**src/rtl/reg_ctrl_pkg.sv**
```systemverilog
// Shared definitions for the register-transfer sequencer: op codes, register indices
// and FSM state encoding.
package reg_ctrl_pkg;

    typedef enum logic [1:0] {
        OP_MOV  = 2'd0,
        OP_LDI  = 2'd1,
        OP_CLR  = 2'd2,
        OP_XCHG = 2'd3
    } op_e;

    localparam logic [1:0] REG_AL = 2'd0;
    localparam logic [1:0] REG_BL = 2'd1;
    localparam logic [1:0] REG_CL = 2'd2;
    localparam logic [1:0] REG_DL = 2'd3;

    typedef enum logic [2:0] {
        StIdle = 3'd0,
        StExec = 3'd1,
        StX0   = 3'd2,
        StX1   = 3'd3,
        StX2   = 3'd4
    } state_e;

    // Register-file select bus is 8 bits wide; only the low two carry the index.
    function automatic logic [7:0] reg_sel(input logic [1:0] idx);
        return {6'b0, idx};
    endfunction

endpackage

```
**src/rtl/reg_xfer_ctrl.sv**
```systemverilog
// Register-transfer sequencer for the AL/BL/CL/DL register file.
// Define REG_XCHG_EN to build the three-cycle exchange; otherwise op 3 reports cmd_err.
module reg_xfer_ctrl
    import reg_ctrl_pkg::*;
(
    input  logic       clk,
    input  logic       reset,
    input  logic       cmd_valid,
    output logic       cmd_ready,
    input  logic [1:0] cmd_op,
    input  logic [1:0] cmd_dst,
    input  logic [1:0] cmd_src,
    input  logic [7:0] cmd_imm,
    output logic       done,
    output logic       cmd_err,
    output logic       reg_r,
    output logic [7:0] reg_r_select,
    input  logic [7:0] reg_r_line,
    output logic       reg_w,
    output logic [7:0] reg_w_select,
    output logic [7:0] reg_w_line
);

    state_e     state_q, state_d;
    op_e        op_q;
    logic [1:0] dst_q, src_q;
    logic [7:0] imm_q;
    logic       done_q, done_d;
    logic       err_q, err_d;
    logic       accept;

    assign cmd_ready = (state_q == StIdle);
    assign accept    = cmd_valid && cmd_ready;
    assign done      = done_q;
    assign cmd_err   = err_q;

    always_ff @(posedge clk or posedge reset) begin
        if (reset) begin
            state_q <= StIdle;
            done_q  <= 1'b0;
            err_q   <= 1'b0;
        end else begin
            state_q <= state_d;
            done_q  <= done_d;
            err_q   <= err_d;
        end
    end

    always_ff @(posedge clk or posedge reset) begin
        if (reset) begin
            op_q  <= OP_MOV;
            dst_q <= 2'd0;
            src_q <= 2'd0;
            imm_q <= 8'h00;
        end else if (accept) begin
            op_q  <= op_e'(cmd_op);
            dst_q <= cmd_dst;
            src_q <= cmd_src;
            imm_q <= cmd_imm;
        end
    end

`ifdef REG_XCHG_EN
    logic [7:0] tmp_q;

    always_ff @(posedge clk or posedge reset) begin
        if (reset) begin
            tmp_q <= 8'h00;
        end else if (state_q == StX0) begin
            tmp_q <= reg_r_line;
        end
    end
`endif

    always_comb begin
        state_d      = state_q;
        reg_r        = 1'b0;
        reg_r_select = 8'h00;
        reg_w        = 1'b0;
        reg_w_select = 8'h00;
        reg_w_line   = 8'h00;

        unique case (state_q)
            StIdle: begin
                if (accept) begin
`ifdef REG_XCHG_EN
                    state_d = (op_e'(cmd_op) == OP_XCHG) ? StX0 : StExec;
`else
                    state_d = StExec;
`endif
                end
            end
            StExec: begin
                state_d = StIdle;
                unique case (op_q)
                    OP_MOV: begin
                        reg_r        = 1'b1;
                        reg_r_select = reg_sel(src_q);
                        reg_w        = 1'b1;
                        reg_w_select = reg_sel(dst_q);
                        reg_w_line   = reg_r_line;
                    end
                    OP_LDI: begin
                        reg_w        = 1'b1;
                        reg_w_select = reg_sel(dst_q);
                        reg_w_line   = imm_q;
                    end
                    OP_CLR: begin
                        reg_w        = 1'b1;
                        reg_w_select = reg_sel(dst_q);
                    end
                    // Only reachable without the exchange build: no file access.
                    OP_XCHG: ;
                endcase
            end
`ifdef REG_XCHG_EN
            StX0: begin
                state_d      = StX1;
                reg_r        = 1'b1;
                reg_r_select = reg_sel(dst_q);
            end
            StX1: begin
                state_d      = StX2;
                reg_r        = 1'b1;
                reg_r_select = reg_sel(src_q);
                reg_w        = 1'b1;
                reg_w_select = reg_sel(dst_q);
                reg_w_line   = reg_r_line;
            end
            StX2: begin
                state_d      = StIdle;
                reg_w        = 1'b1;
                reg_w_select = reg_sel(src_q);
                reg_w_line   = tmp_q;
            end
`endif
            default: state_d = StIdle;
        endcase
    end

    always_comb begin
        done_d = (state_q == StExec) || (state_q == StX2);
`ifdef REG_XCHG_EN
        err_d  = 1'b0;
`else
        err_d  = (state_q == StExec) && (op_q == OP_XCHG);
`endif
    end

endmodule

```
**config.mk**
```make
export PLATFORM = sky130hd
export DESIGN_NAME = reg_xfer_ctrl
export DESIGN_NICKNAME = d
export VERILOG_FILES = /design/src/rtl/reg_ctrl_pkg.sv /design/src/rtl/reg_xfer_ctrl.sv
export SDC_FILE = /design/constraint.sdc
export NUM_CORES = 1
export LEC_CHECK = 0
export ABC_AREA = 1
export CORE_MARGIN = 2
export CORE_UTILIZATION = 41
export CTS_CLUSTER_SIZE = 10
export DETAILED_ROUTE_END_ITERATION = 7
export PLACE_DENSITY = 0.84
export SYNTH_ARGS = -nofsm -noshare
export SYNTH_HDL_FRONTEND = slang
export SYNTH_SLANG_ARGS = --single-unit
```
**constraint.sdc**
```tcl
create_clock -name clk -period 3.5 [get_ports clk]
set_clock_uncertainty 0.15 [all_clocks]
set_input_delay 0.525 -clock clk [delete_from_list [all_inputs] [get_ports clk]]
set_output_delay 0.525 -clock clk [all_outputs]
set_load 0.02 [all_outputs]
```
==> results.txt <==
----------------------------------------------------
[Setup path]
  Worst endpoint data arrival time ... 2.10 ns
  Highest fanout seen on the critical path ... 12
  Worst flop-to-flop path endpoint ... imm_q[6]
  Delay of the slowest cell on the worst path ... roughly 0.61 ns
  Path type of the worst setup path ... reg -> out
  Max stage delay cell, worst path ... sky130_fd_sc_hd__clkdlybuf4s50_1
  CP required ... between 2 and 3 ns
  Length in cells of the worst reg-to-reg path ... 3
  Flop2flop setup slack ... 1.94 ns
  Beginning of the worst register-to-register path ... state_q[0]
  CP Launch Type ... register
  Cells along the critical path ... nor2_2 > nand2_1 > nor2_1 > clkdlybuf4s50_1
  Kind of capture point of the worst setup path ... output port

[Layout]
  Filler cell count ... 220
  Syn-to-layout area delta ... 36.8%
  # diodes ... 0
  Layout net count ... approximately 190
  Area taken by multi-input logic gates ... around 370 um^2
  Combined flip-flop and latch cell area ... between 400 and 500 um^2
  Share of cells above drive strength 1 ... roughly 7.5%
  Final std cells w/o fill ... ~190

[Clock tree]
  Clock tree buffer depth ... 2
  Cell chosen for the clock root ... sky130_fd_sc_hd__clkbuf_4
  Quantity of hold-fixing buffers added after cts ... 0
  Number of buffers created by CTS ... 3
  TritonCTS clock tree ... yes
  Max H-tree Level ... 1
  Clock-pin slew of the registers on the worst-case setup and hold paths ... approximately 0.090 ns
  Setup Buffers After CTS ... 0
  TritonCTS Sinks ... 17
  Post-CTS resize count ... 0
  Latest clock arrival within the worst-skew pair ... around 0.28 ns

[STA]
  Count of final max-slew check failures ... 0
  Hold Violations, Final ... 0
  Fmax ... roughly 360 MHz
  Setup repair after global routing missed its margin ... false
  Tcrit/Tclk final ... approximately four fifths
  Endpoints failing setup ... 0
  Transition time at the pin with the least slew margin ... around 0.71 ns
  Headroom to the max-slew limit ... between 50 and 60%
  Crit path time final ... approximately 2.8 ns
  Total Negative Setup Slacks ... 0 ns

[Synthesis]
  Post-Synthesis Cell Area ... about 990 um^2
  Count of unique library cells instantiated by Yosys ... 21
  Mean post-synth cell area ... 8.16 um^2
  Yosys reg bits ... 17
  Cell type contributing the most total cell area after synthesis ... sky130_fd_sc_hd__dfrtp_1
  Seq/Total Area, Yosys ... ~43%
  Proportion of netlist area held by the largest area contributor ... 43.1%
  Synth area leaders ... sky130_fd_sc_hd__dfrtp_1 (43%), sky130_fd_sc_hd__nand2_1 (9.9%), sky130_fd_sc_hd__buf_4 (9.1%), sky130_fd_sc_hd__inv_1 (7.6%), sky130_fd_sc_hd__o21ai_2 (5.3%)
  Synth Instances ... ~120
  Number of warning messages in the yosys log ... 0

[Drt]
  Total via count after detailed routing ... approximately 870
  Drt wl/cell ... roughly 11 um
  Iter 0 DRT Violations ... 30
  Detailed-route wire length ... between 2 and 2.5 mm
  1st-pass router iterations ... 4
  Number of design rule violations left after detail routing ... 0
  Via-per-instance ratio ... about 4.6
  Post-route ant nets ... 0

[Status]
  Status ... complete, no violations

[Global route]
  Antenna violations before repair ... 0
  Global-route usage over all layers ... ~17%
  Sum of overflow across all layers after global routing ... 0
  Pin count of the biggest net entering global routing ... 30
  Global-route wire length before repair ... roughly 3.5 mm
  Number of global-route vias before repair ... roughly 840

[Flow run]
  Max_cap viols ... 0

[Worst hold path]
  Hold crit path type ... reg -> reg
  Worst hold path cell count ... 2
  Endpoint of the worst hold path ... imm_q[7]
  Worst Hold Launch ... imm_q[7]

[Floorplan]
  Die footprint ... between 2000 and 3000 um^2
  I/O pin cnt ... 54
  X dimension of the die ... about 53 um
  Initial Utilization ... 43.8%
  Height of the die ... between 50 and 60 um
  Core outline area ... about 2300 um^2
  Number of standard-cell rows in the floorplan ... 17

[Placement]
  Port-buffer cells ... 41
  Placed cell count ... 183
  Last weighted congestion value of the routability-driven placer ... 0.747
  HPWL reported at the end of detailed placement ... ~1.6 mm

[Pwr]
  Peak supply drop ... between 0.0002 and 0.00025 V
  Static power due to leakage ... around 0.68 nW
  Power per cell area ... ~370 nW/um^2

----------------------------------------------------
registers in the layout (all words and copies together), names as in the netlist:
name	cells
state_q	1
dst_q	2
op_q	2
src_q	2
imm_q	8
done	1
cmd_err	1
metrics by stage:
step           instance area, um^2  total power [mW]  util (%)  setup slack [ns]  hold slack, ns
6_report                      1350             0.493      59.9             0.722           0.338
5_1_grt                       1350             0.523      59.9             0.566           0.389
4_1_cts                       1350             0.497      59.9             0.701           0.341
3_5_place_dp                  1320             0.393      58.7              1.03           0.319
3_3_place_gp                  1320             0.389      58.7              1.07           0.317
2_1_floorplan                 1030             0.343         -              1.76           0.224
cell type report:
type                            instances  share of cell area [%]
Sequential cell                        17                    31.5
Timing Repair Buffer                   41                    30.4
Multi-Input combinational cell         76                    27.2
Inverter                               21                    6.39
Tap cell                               28                    2.60
Clock buffer                            4                    1.95
metal layers:
| metal | GRT usage [%] | part of all wire (%) | wire length (um) | vias up |
|---|---|---|---|---|
| met1 | 20.9 | 38 | 790 | 394 |
| li1 | - | - | - | 429 |
| met5 | 0 | 0 | 0 | - |
| met2 | 29.0 | 52 | 1080 | 42 |
| met4 | 6.41 | 1.8 | 38 | 0 |
| met3 | 4.52 | 7.6 | 157 | 4 |
how the worst max path moves through the flow:
| stage | startpoint | endpoint | slack, ns | depth (start not counted) |
|---|---|---|---|---|
| after floorplan | op_q[1] | reg_r_select[0] | 1.76 | 3 |
| after global placement | op_q[0] | reg_r_select[0] | 1.07 | 4 |
| after detailed placement | op_q[0] | reg_r_select[0] | 1.03 | 4 |
| after CTS | op_q[0] | reg_r_select[0] | 0.70 | 4 |
| after global routing | op_q[0] | reg_r_select[0] | 0.57 | 4 |
| final | op_q[0] | reg_r_select[0] | 0.72 | 4 |
where the power goes:
group | switching (mW) | leakage (nW) | internal, mW
sequential | 0.0226 | 0.211 | 0.219
clock | 0.0601 | 0.0150 | 0.0443
combinational | 0.0801 | 0.457 | 0.0673
total | 0.163 | 0.683 | 0.331
cells in the mapped netlist:
cell type / instances
sky130_fd_sc_hd__a21oi_1: 1
sky130_fd_sc_hd__buf_1: 1
sky130_fd_sc_hd__buf_12: 1
sky130_fd_sc_hd__buf_2: 1
sky130_fd_sc_hd__buf_4: 12
sky130_fd_sc_hd__buf_6: 1
sky130_fd_sc_hd__buf_8: 1
sky130_fd_sc_hd__clkbuf_2: 1
sky130_fd_sc_hd__conb_1: 1
sky130_fd_sc_hd__dfrtp_1: 17
sky130_fd_sc_hd__inv_1: 20
sky130_fd_sc_hd__inv_8: 1
sky130_fd_sc_hd__nand2_1: 26
sky130_fd_sc_hd__nand2_4: 1
sky130_fd_sc_hd__nand3_1: 8
sky130_fd_sc_hd__nand4_1: 8
sky130_fd_sc_hd__nor2_1: 5
sky130_fd_sc_hd__nor2_2: 1
sky130_fd_sc_hd__o21ai_0: 4
sky130_fd_sc_hd__o21ai_1: 4
sky130_fd_sc_hd__o21ai_2: 6
cells in the final DEF (no fill, tap or decap):
cell type                         instances
sky130_fd_sc_hd__clkdlybuf4s50_1         41
sky130_fd_sc_hd__nand2_1                 26
sky130_fd_sc_hd__inv_1                   20
sky130_fd_sc_hd__dfrtp_1                 17
sky130_fd_sc_hd__conb_1                  12
sky130_fd_sc_hd__nand3_1                  8
sky130_fd_sc_hd__nand4_1                  8
sky130_fd_sc_hd__o21ai_2                  6
sky130_fd_sc_hd__nor2_1                   5
sky130_fd_sc_hd__o21ai_1                  4
sky130_fd_sc_hd__o21ai_0                  4
sky130_fd_sc_hd__clkbuf_4                 3
sky130_fd_sc_hd__inv_8                    1
sky130_fd_sc_hd__nand2_4                  1
sky130_fd_sc_hd__nor2_2                   1
sky130_fd_sc_hd__a21oi_1                  1
sky130_fd_sc_hd__clkbuf_1                 1
critical path: cells and delay by family (launching register included):
family | cells | cell delay, ns
and+or+nand+nor | 3 | 0.68
buffers and inverters | 1 | 0.61
DFF | 1 | 0.53
kinds of logic (layout without fill, tap and decap cells):
group	count (synthesis)	in the layout	synth area share [%]
compound gates	15	15	9.89
buf+inv	39	66	24.0
flops	17	17	43.1
other cells	1	12	0.380
simple gates	49	49	22.7
Power figures use the tool's default switching activity.
